### src/rtl/forwarding_hazard_unit.sv
// Operand-forwarding and load-use hazard unit for the 5-stage pipeline.
// Selects ALU and store-data bypass sources and stalls/bubbles the front end on load-use.
module forwarding_hazard_unit #(
  parameter int INST_W     = 19,
  parameter int RA_W       = 3,
  parameter int DST_LSB    = 11,
  parameter int SRC1_LSB   = 8,
  parameter int SRC2_LSB   = 5,
  parameter int LOAD_STALL = 1,
  parameter int CNT_W      = 16
) (
  input  logic              clk,
  input  logic              rst,
  input  logic [INST_W-1:0] ID_inst,
  input  logic              ID_valid,
  input  logic              ID_reg2_read_source,
  input  logic [INST_W-1:0] EX_inst,
  input  logic              EX_reg_write_signal,
  input  logic              EX_mem_read,
  input  logic              EX_mem_write,
  input  logic [INST_W-1:0] MEM_inst,
  input  logic              MEM_reg_write_signal,
  input  logic [INST_W-1:0] WB_inst,
  input  logic              WB_reg_write_signal,
  output logic [1:0]        forward_A,
  output logic [1:0]        forward_B,
  output logic              forward_mem_data,
  output logic              stall,
  output logic              bubble,
  output logic [CNT_W-1:0]  stall_count,
  output logic [CNT_W-1:0]  fwd_count
);

  typedef enum logic {IDLE, HOLD} state_t;

  localparam logic [1:0] SEL_RF  = 2'b00;
  localparam logic [1:0] SEL_EX  = 2'b01;
  localparam logic [1:0] SEL_MEM = 2'b10;
  localparam logic [1:0] SEL_WB  = 2'b11;

  state_t          state;
  logic [2:0]      cnt;
  logic [RA_W-1:0] d_ex, d_mem, d_wb, s1, s2, s_b;
  logic            load_use;

  assign d_ex  = EX_inst[DST_LSB +: RA_W];
  assign d_mem = MEM_inst[DST_LSB +: RA_W];
  assign d_wb  = WB_inst[DST_LSB +: RA_W];
  assign s1    = ID_inst[SRC1_LSB +: RA_W];
  assign s2    = ID_inst[SRC2_LSB +: RA_W];
  assign s_b   = ID_reg2_read_source ? s1 : s2;

  // Only the instruction fields above are consumed; the rest of each word is don't-care here.
  logic unused_inst_bits;
  assign unused_inst_bits = ^{ID_inst, EX_inst, MEM_inst, WB_inst};

  // Register 0 is hard-wired zero, so a write to it is never a real producer.
  function automatic logic stage_match(input logic we, input logic [RA_W-1:0] d,
                                       input logic [RA_W-1:0] s);
    return we && (d != '0) && (d == s);
  endfunction

  // A load in EX has no result yet, so it is skipped and older stages are considered.
  function automatic logic [1:0] pick_source(input logic [RA_W-1:0] s);
    if (stage_match(EX_reg_write_signal, d_ex, s) && !EX_mem_read) return SEL_EX;
    if (stage_match(MEM_reg_write_signal, d_mem, s))                return SEL_MEM;
    if (stage_match(WB_reg_write_signal, d_wb, s))                  return SEL_WB;
    return SEL_RF;
  endfunction

  // NOTE: every signal written in always_comb gets a default first so no latch is inferred.
  always_comb begin
    forward_A        = SEL_RF;
    forward_B        = SEL_RF;
    forward_mem_data = 1'b0;
    if (!rst) begin
      forward_A        = pick_source(s1);
      forward_B        = pick_source(s_b);
      forward_mem_data = EX_mem_write && stage_match(MEM_reg_write_signal, d_mem, d_ex);
    end
  end

  assign load_use = ID_valid && EX_mem_read && EX_reg_write_signal && (d_ex != '0) &&
                    ((d_ex == s1) || (d_ex == s_b));

  // IDLE asserts the first bubble combinationally; HOLD supplies the remaining LOAD_STALL-1.
  assign stall  = !rst && ((state == HOLD) || load_use);
  assign bubble = stall;

  // NOTE: sequential state is updated with non-blocking assignments only.
  always_ff @(posedge clk or posedge rst) begin
    if (rst) begin
      state <= IDLE;
      cnt   <= '0;
    end else begin
      case (state)
        IDLE: begin
          if (load_use && (LOAD_STALL > 1)) begin
            state <= HOLD;
            cnt   <= 3'(LOAD_STALL - 1);
          end
        end
        HOLD: begin
          cnt <= cnt - 3'd1;
          if (cnt == 3'd1) state <= IDLE;
        end
        default: state <= IDLE;
      endcase
    end
  end

  always_ff @(posedge clk or posedge rst) begin
    if (rst) begin
      stall_count <= '0;
      fwd_count   <= '0;
    end else begin
      if (stall && (stall_count != '1))
        stall_count <= stall_count + 1'b1;
      if (ID_valid && !stall && ((forward_A != SEL_RF) || (forward_B != SEL_RF)) &&
          (fwd_count != '1))
        fwd_count <= fwd_count + 1'b1;
    end
  end

endmodule

### config.mk
export PLATFORM = sky130hd
export DESIGN_NAME = forwarding_hazard_unit
export DESIGN_NICKNAME = d
export VERILOG_FILES = /design/src/rtl/forwarding_hazard_unit.sv
export SDC_FILE = /design/constraint.sdc
export NUM_CORES = 1
export LEC_CHECK = 0
export ABC_AREA = 1
export CAP_MARGIN = 20
export CELL_PAD_IN_SITES_DETAIL_PLACEMENT = 1
export CELL_PAD_IN_SITES_GLOBAL_PLACEMENT = 1
export CORE_ASPECT_RATIO = 0.8
export CORE_MARGIN = 4
export CORE_UTILIZATION = 30
export CTS_BUF_LIST = sky130_fd_sc_hd__clkbuf_8 sky130_fd_sc_hd__clkbuf_16
export DETAILED_ROUTE_END_ITERATION = 10
export GPL_TIMING_DRIVEN = 0
export PLACE_DENSITY = 0.89
export SYNTH_ARGS = -nofsm -noshare
export SYNTH_HDL_FRONTEND = slang
export SYNTH_SLANG_ARGS = --single-unit
### constraint.sdc
create_clock -name clk -period 6.2 [get_ports clk]
set_clock_uncertainty 0.15 [all_clocks]
set_input_delay 1.86 -clock clk [delete_from_list [all_inputs] [get_ports clk]]
set_output_delay 1.86 -clock clk [all_outputs]
set_load 0.03 [all_outputs]
Word-level counts from Yosys, hierarchy flattened
Index checks and enable logic that the tools add are counted.
{"block": "totals", "output_inout_bits": 39, "wordCells": 86, "ff_bits": 36}
{"block": "op_classes", "eq_ne": 10, "n_addsub": 3, "reduce_logical": 33, "mux": 36}
{"operator": "adder 16 x 1 -> 16 bit, second input constant", "n": 2}
{"operator": "inequality test 16 bit, second input constant", "n": 2}
{"operator": "two-way mux 2 bit", "n": 14}
{"operator": "logical AND 1 bit", "n": 22}
{"operator": "equality test 3 bit", "n": 7}
{"operator": "two-way mux 1 bit", "n": 21}
{"operator": "nonzero test 3 bit", "n": 3}
{"operator": "nonzero test 2 bit", "n": 2}
{"operator": "equality test 3 x 1 -> 1 bit, second input constant", "n": 1}
{"operator": "logical NOT 1 bit", "n": 3}
{"operator": "logical OR 1 bit", "n": 3}
{"operator": "two-way mux 3 bit", "n": 1}
{"operator": "subtractor 3 x 1 -> 3 bit, second input constant", "n": 1}

Depth between registers and ports, before layout
Gate-level depths: netlist (run 1).
{"block": "logic_depth", "word_depth": 19, "depth_mapped": 16, "mapped_depth_nobuf": 15}

Worst setup path before layout (run 1)
OpenSTA, ideal clock, no wires.
{"block": "synth_timing", "path_type": "input -> output", "startpoint": "in rst", "endpoint": "out forward_mem_data", "n_path_buf": 0, "cell_stages": 5, "required_ps": 4190, "slack_ps": 466, "t_arrival_ps": 3724, "path_cell_list": "inv_1 > nand2_1 > a21oi_1 > o211ai_1 > nor3_1"}
{"block": "synth_between", "elab_chain_len": 1}
{"element": "start: declaration", "line_no": "13", "source": "input logic rst,"}
{"element": "two-way mux 1 bit", "line_no": "76", "source": "if (!rst) begin"}
{"element": "end: declaration", "line_no": "27", "source": "output logic forward_mem_data,"}
No other way between the ends.

Worst setup path after layout (run 1)
{"block": "layout_timing", "startpoint": "in MEM_inst[12]", "endpoint": "out forward_A[1]"}
{"block": "layout_between", "elab_chain_len": 9, "elab_cells_between_ends": 13, "cone_classes": "eq/ne (1); mux (9); reduce/logical (3)"}
{"element": "start: declaration", "line_no": "21", "source": "input logic [INST_W-1:0] MEM_inst,"}
{"element": "nonzero test 3 bit", "line_no": "60", "source": "return we && (d != '0) && (d == s);"}
{"element": "logical AND 1 bit", "line_no": "60"}
{"element": "logical AND 1 bit (*)", "line_no": "60"}
{"element": "two-way mux 2 bit or two-way mux 1 bit (tied branches)", "line_no": "66", "source": "if (stage_match(MEM_reg_write_signal, d_mem, s)) return SEL_MEM;"}
{"element": "two-way mux 2 bit or two-way mux 1 bit (tied branches)", "line_no": "67, 66"}
{"element": "two-way mux 2 bit or two-way mux 1 bit (tied branches)", "line_no": "68, 76"}
{"element": "two-way mux 2 bit (*)", "line_no": "67", "source": "if (stage_match(WB_reg_write_signal, d_wb, s)) return SEL_WB;"}
{"element": "two-way mux 2 bit (*)", "line_no": "66"}
{"element": "two-way mux 2 bit (*)", "line_no": "76"}
{"element": "end: declaration", "line_no": "25", "source": "output logic [1:0] forward_A,"}
Every way passes the cells marked *; elsewhere a longest branch is shown, timed or not. The select of a mux whose other input is x is not followed.

==> results of run 1 <==
-- registers in the layout (all words and copies together) (netlist names) --
register,flops
cnt,3
fwd_count,16
stall_count,16
state,1
-- timing repair --
action | CTS | global route
buffers inserted | 0 | 0
pin swaps | 0 | 0
gates resized for setup | 3 | 3
endpoints found under the setup margin | 4 | 3
-- cell usage after synthesis, drive strengths merged --
| cell | number | area (µm²) |
|---|---|---|
| o21ai | 15 | 75.1 |
| nor2 | 24 | 92.6 |
| xor2 | 22 | 193 |
| dfrtp | 36 | 901 |
| o211ai | 1 | 7.51 |
| nand3 | 32 | 195 |
| nor3 | 10 | 61.3 |
| buf | 8 | 57.6 |
| inv | 54 | 203 |
| a21boi | 1 | 7.51 |
| ha | 4 | 50.1 |
| a21oi | 8 | 55.1 |
| nand4 | 26 | 163 |
| o22ai | 2 | 12.5 |
| xnor2 | 6 | 52.6 |
| and3 | 2 | 12.5 |
| nor4 | 3 | 18.8 |
| nand2 | 134 | 556 |
| nor3b | 1 | 7.51 |
| nand3b | 1 | 7.51 |
| o21bai | 1 | 7.51 |
-- kinds of logic (layout without fill, tap and decap cells) --
logic type               Yosys count  count (layout)  share of synthesized area
AO/OA/AOI/OAI                     28              28                     0.0604
XOR/XNOR                          28              28                     0.0897
adder cells (fa/ha/maj)            4               4                     0.0183
buffers and inverters             62             131                     0.0952
flip-flops                        36              36                      0.329
AND/OR/NAND/NOR                  233             233                      0.407
-- layout by cell type (no fill, tap or decap), types with 9 or more instances in the layout --
cell             Yosys  final
nand2_1            117    117
clkdlybuf4s50_1      0     58
inv_1               52     51
dfrtp_1             36     36
nand3_1             28     28
nand4_1             26     26
nor2_1              23     23
xor2_1              22     22
nand2_2             15     15
o21ai_0             10     10
nor3_1               9      9
-- final timing paths --
path / cells after the start / slack [ns] / end
min: 1 / 0.35 / cnt[0]
min reg2reg: 1 / 0.35 / cnt[0]
min in group asynchronous: 2 / 1.98 / cnt[2]
max in group asynchronous: 2 / 3.63 / stall_count[4]
max: 8 / 0.16 / forward_A[1]
max reg2reg: 9 / 3.76 / fwd_count[9]
-- stage by stage --
stage	util	hold slack, ns
2_1_floorplan	-	0.303
3_3_place_gp	0.403	0.320
3_5_place_dp	0.403	0.350
4_1_cts	0.421	0.358
5_1_grt	0.422	0.368
6_report	0.422	0.347
-- cell type report --
| cell class | count | area (µm²) |
|---|---|---|
| plain buffers | 8 | 57.6 |
| clock buffers | 7 | 153 |
| fillers | 1099 | 5010 |
| inverters | 54 | 208 |
| multi-input cells | 293 | 1570 |
| flip-flops and latches | 36 | 901 |
| well taps | 112 | 140 |
| repair buffers | 62 | 623 |
-- power by group through the flow --
| stage | combinational, µW | clock, µW | sequential [µW] |
|---|---|---|---|
| after global routing | 288 | 279 | 306 |
| after global placement | 255 | 0 | 302 |
| final | 265 | 262 | 301 |
| after CTS | 268 | 267 | 301 |
| after floorplan | 108 | 0 | 346 |
| after detailed placement | 267 | 0 | 304 |
-- layer usage --
layer  global-route usage  vias to the layer above
met5                    0                        -
met4               0.0244                        0
met3               0.0272                        8
met2                0.302                       54
met1                0.226                     1440
li1                     -                     1402
-- critical path: cells and delay by family --
kind,cells,cell delay [ns]
and+or+nand+nor,4,0.46
AOI/OAI and AO/OA,2,0.40
buffers and inverters,2,1.30
==> flow_metrics.env, run 1 <==
export IMPL_outcome="complete, no violations"
export IMPL_combPwrFrac=0.320
export IMPL_critical_path_max_stage_delay_ns=0.70
export IMPL_power_uw=828
export IMPL_internal_power_uw=533
export IMPL_grt_overflow_total=0
export IMPL_boundaryPins=124
export IMPL_hp_start="state"
export IMPL_end_kind="primary output"
export IMPL_crit_path_start_kind="primary input"
export IMPL_avgSynthCellArea_um2=7.00
export IMPL_start_util=0.315
export IMPL_cp_arrival_ns=4.03
export IMPL_drive_above_1_share=0.0935
export IMPL_postCtsHoldBufs=0
export IMPL_vias_per_cell=5.08
export IMPL_cts_tree="yes"
export IMPL_cp_max_fo=6
export IMPL_cts_made_buffers=5
export IMPL_grt_setup_unrepaired="no"
export IMPL_drv_cap=0
export IMPL_worstHoldPathType="flip-flop to flip-flop"
export IMPL_grt_max_degree=42
export IMPL_tightest_slew_ns=0.494
export IMPL_final_cell_count_no_fill=572
export IMPL_h_tree_depth=2
export IMPL_met1Wirelength_um=4030
export IMPL_dpl_worst_slack_ns=-0.200
export IMPL_post_route_min_period_ns=6.04
export IMPL_drt_wl_total_um=8930
export IMPL_layout_nets=549
export IMPL_die_width_um=115
export IMPL_p_seq_frac=0.363
export IMPL_num_antenna_cells=0
export IMPL_clock_sinks=36
export IMPL_postSynthCellCount=391
export IMPL_top_layer="met4"
export IMPL_finalSetupTns_ns=0
export IMPL_dieArea_um2=10700
export IMPL_leakagePower_uw=0.00176
export IMPL_cp_slowest_cell="clkdlybuf4s50_1"
export IMPL_drv_slew=0
export IMPL_antenna_left=0
export IMPL_clock_latency_ns=0.28
export IMPL_coreArea_um2=8670
export IMPL_vdd_drop_max_v=0.000143
export IMPL_drt_iter0_drc=99
export IMPL_hold_viol=0
export IMPL_syn_num_nets=480
export IMPL_grt_antenna_before_repair=0
export IMPL_design_area_um2=3660
export IMPL_syn_area_um2=2740
export IMPL_port_buffers=62
export IMPL_dr_pass1_iters=4
export IMPL_vias=2904
export IMPL_ys_ff_latch=36
export IMPL_fmax_mhz=166
export IMPL_period_share=0.974
export IMPL_die_h_um=93.4
export IMPL_grt_pass1_vias=2989
export IMPL_wl_per_cell_um=15.6
export IMPL_path_clk_slew_ns=0.05
export IMPL_worstPathCellList="clkdlybuf4s50_1, nor2_1, a21oi_1, nand3_1, o21ai_0, nand2_1, nor2_1, clkdlybuf4s50_1"
export IMPL_fin_ws_ns=0.159
export IMPL_grt_pass1_wl_um=15000
export IMPL_p_clk_frac=0.316
export IMPL_setup_viol_count_final=0
export IMPL_clockRootBuffer="clkbuf_16"
export IMPL_crit_start="MEM_inst[12]"
export IMPL_yosysUniqueCellTypes=33
export IMPL_worstSetupPathType="primary input to primary output"
export IMPL_slew_headroom=0.667
export IMPL_p_sw_frac=0.356
export IMPL_yosysSeqAreaShare=0.329
export IMPL_post_dp_cell_area_um2=3500
export IMPL_drc=0
export IMPL_dpl_hpwl_um=6920
export IMPL_timing_rr_start="fwd_count[0]"
export IMPL_synthToLayoutAreaGrowth_pct=33.7
export IMPL_p_per_area_nw_per_um2=226
export IMPL_clockBufferDepth=2
export IMPL_yosysWarnings=0
export IMPL_gp_congestion=0.922
export IMPL_p_sw_uw=295
export IMPL_wl_met2_um=4580
export IMPL_required_ns=4.19
export IMPL_wl_met3_um=283
export IMPL_fp_row_count=30
export IMPL_post_place_cells=565
export IMPL_grtUsageTotal=0.172
Note: power is estimated with default switching activity, not from simulation.
==> inputs of run 2 (changes only) <==
--- a/config.mk
+++ b/config.mk
@@ -6,7 +6,6 @@
 export NUM_CORES = 1
 export LEC_CHECK = 0
 export ABC_AREA = 1
-export CAP_MARGIN = 20
 export CELL_PAD_IN_SITES_DETAIL_PLACEMENT = 1
 export CELL_PAD_IN_SITES_GLOBAL_PLACEMENT = 1
 export CORE_ASPECT_RATIO = 0.8
==> results of run 2 <==
No change in the layout: final DEF, timing and power equal those of run 1.
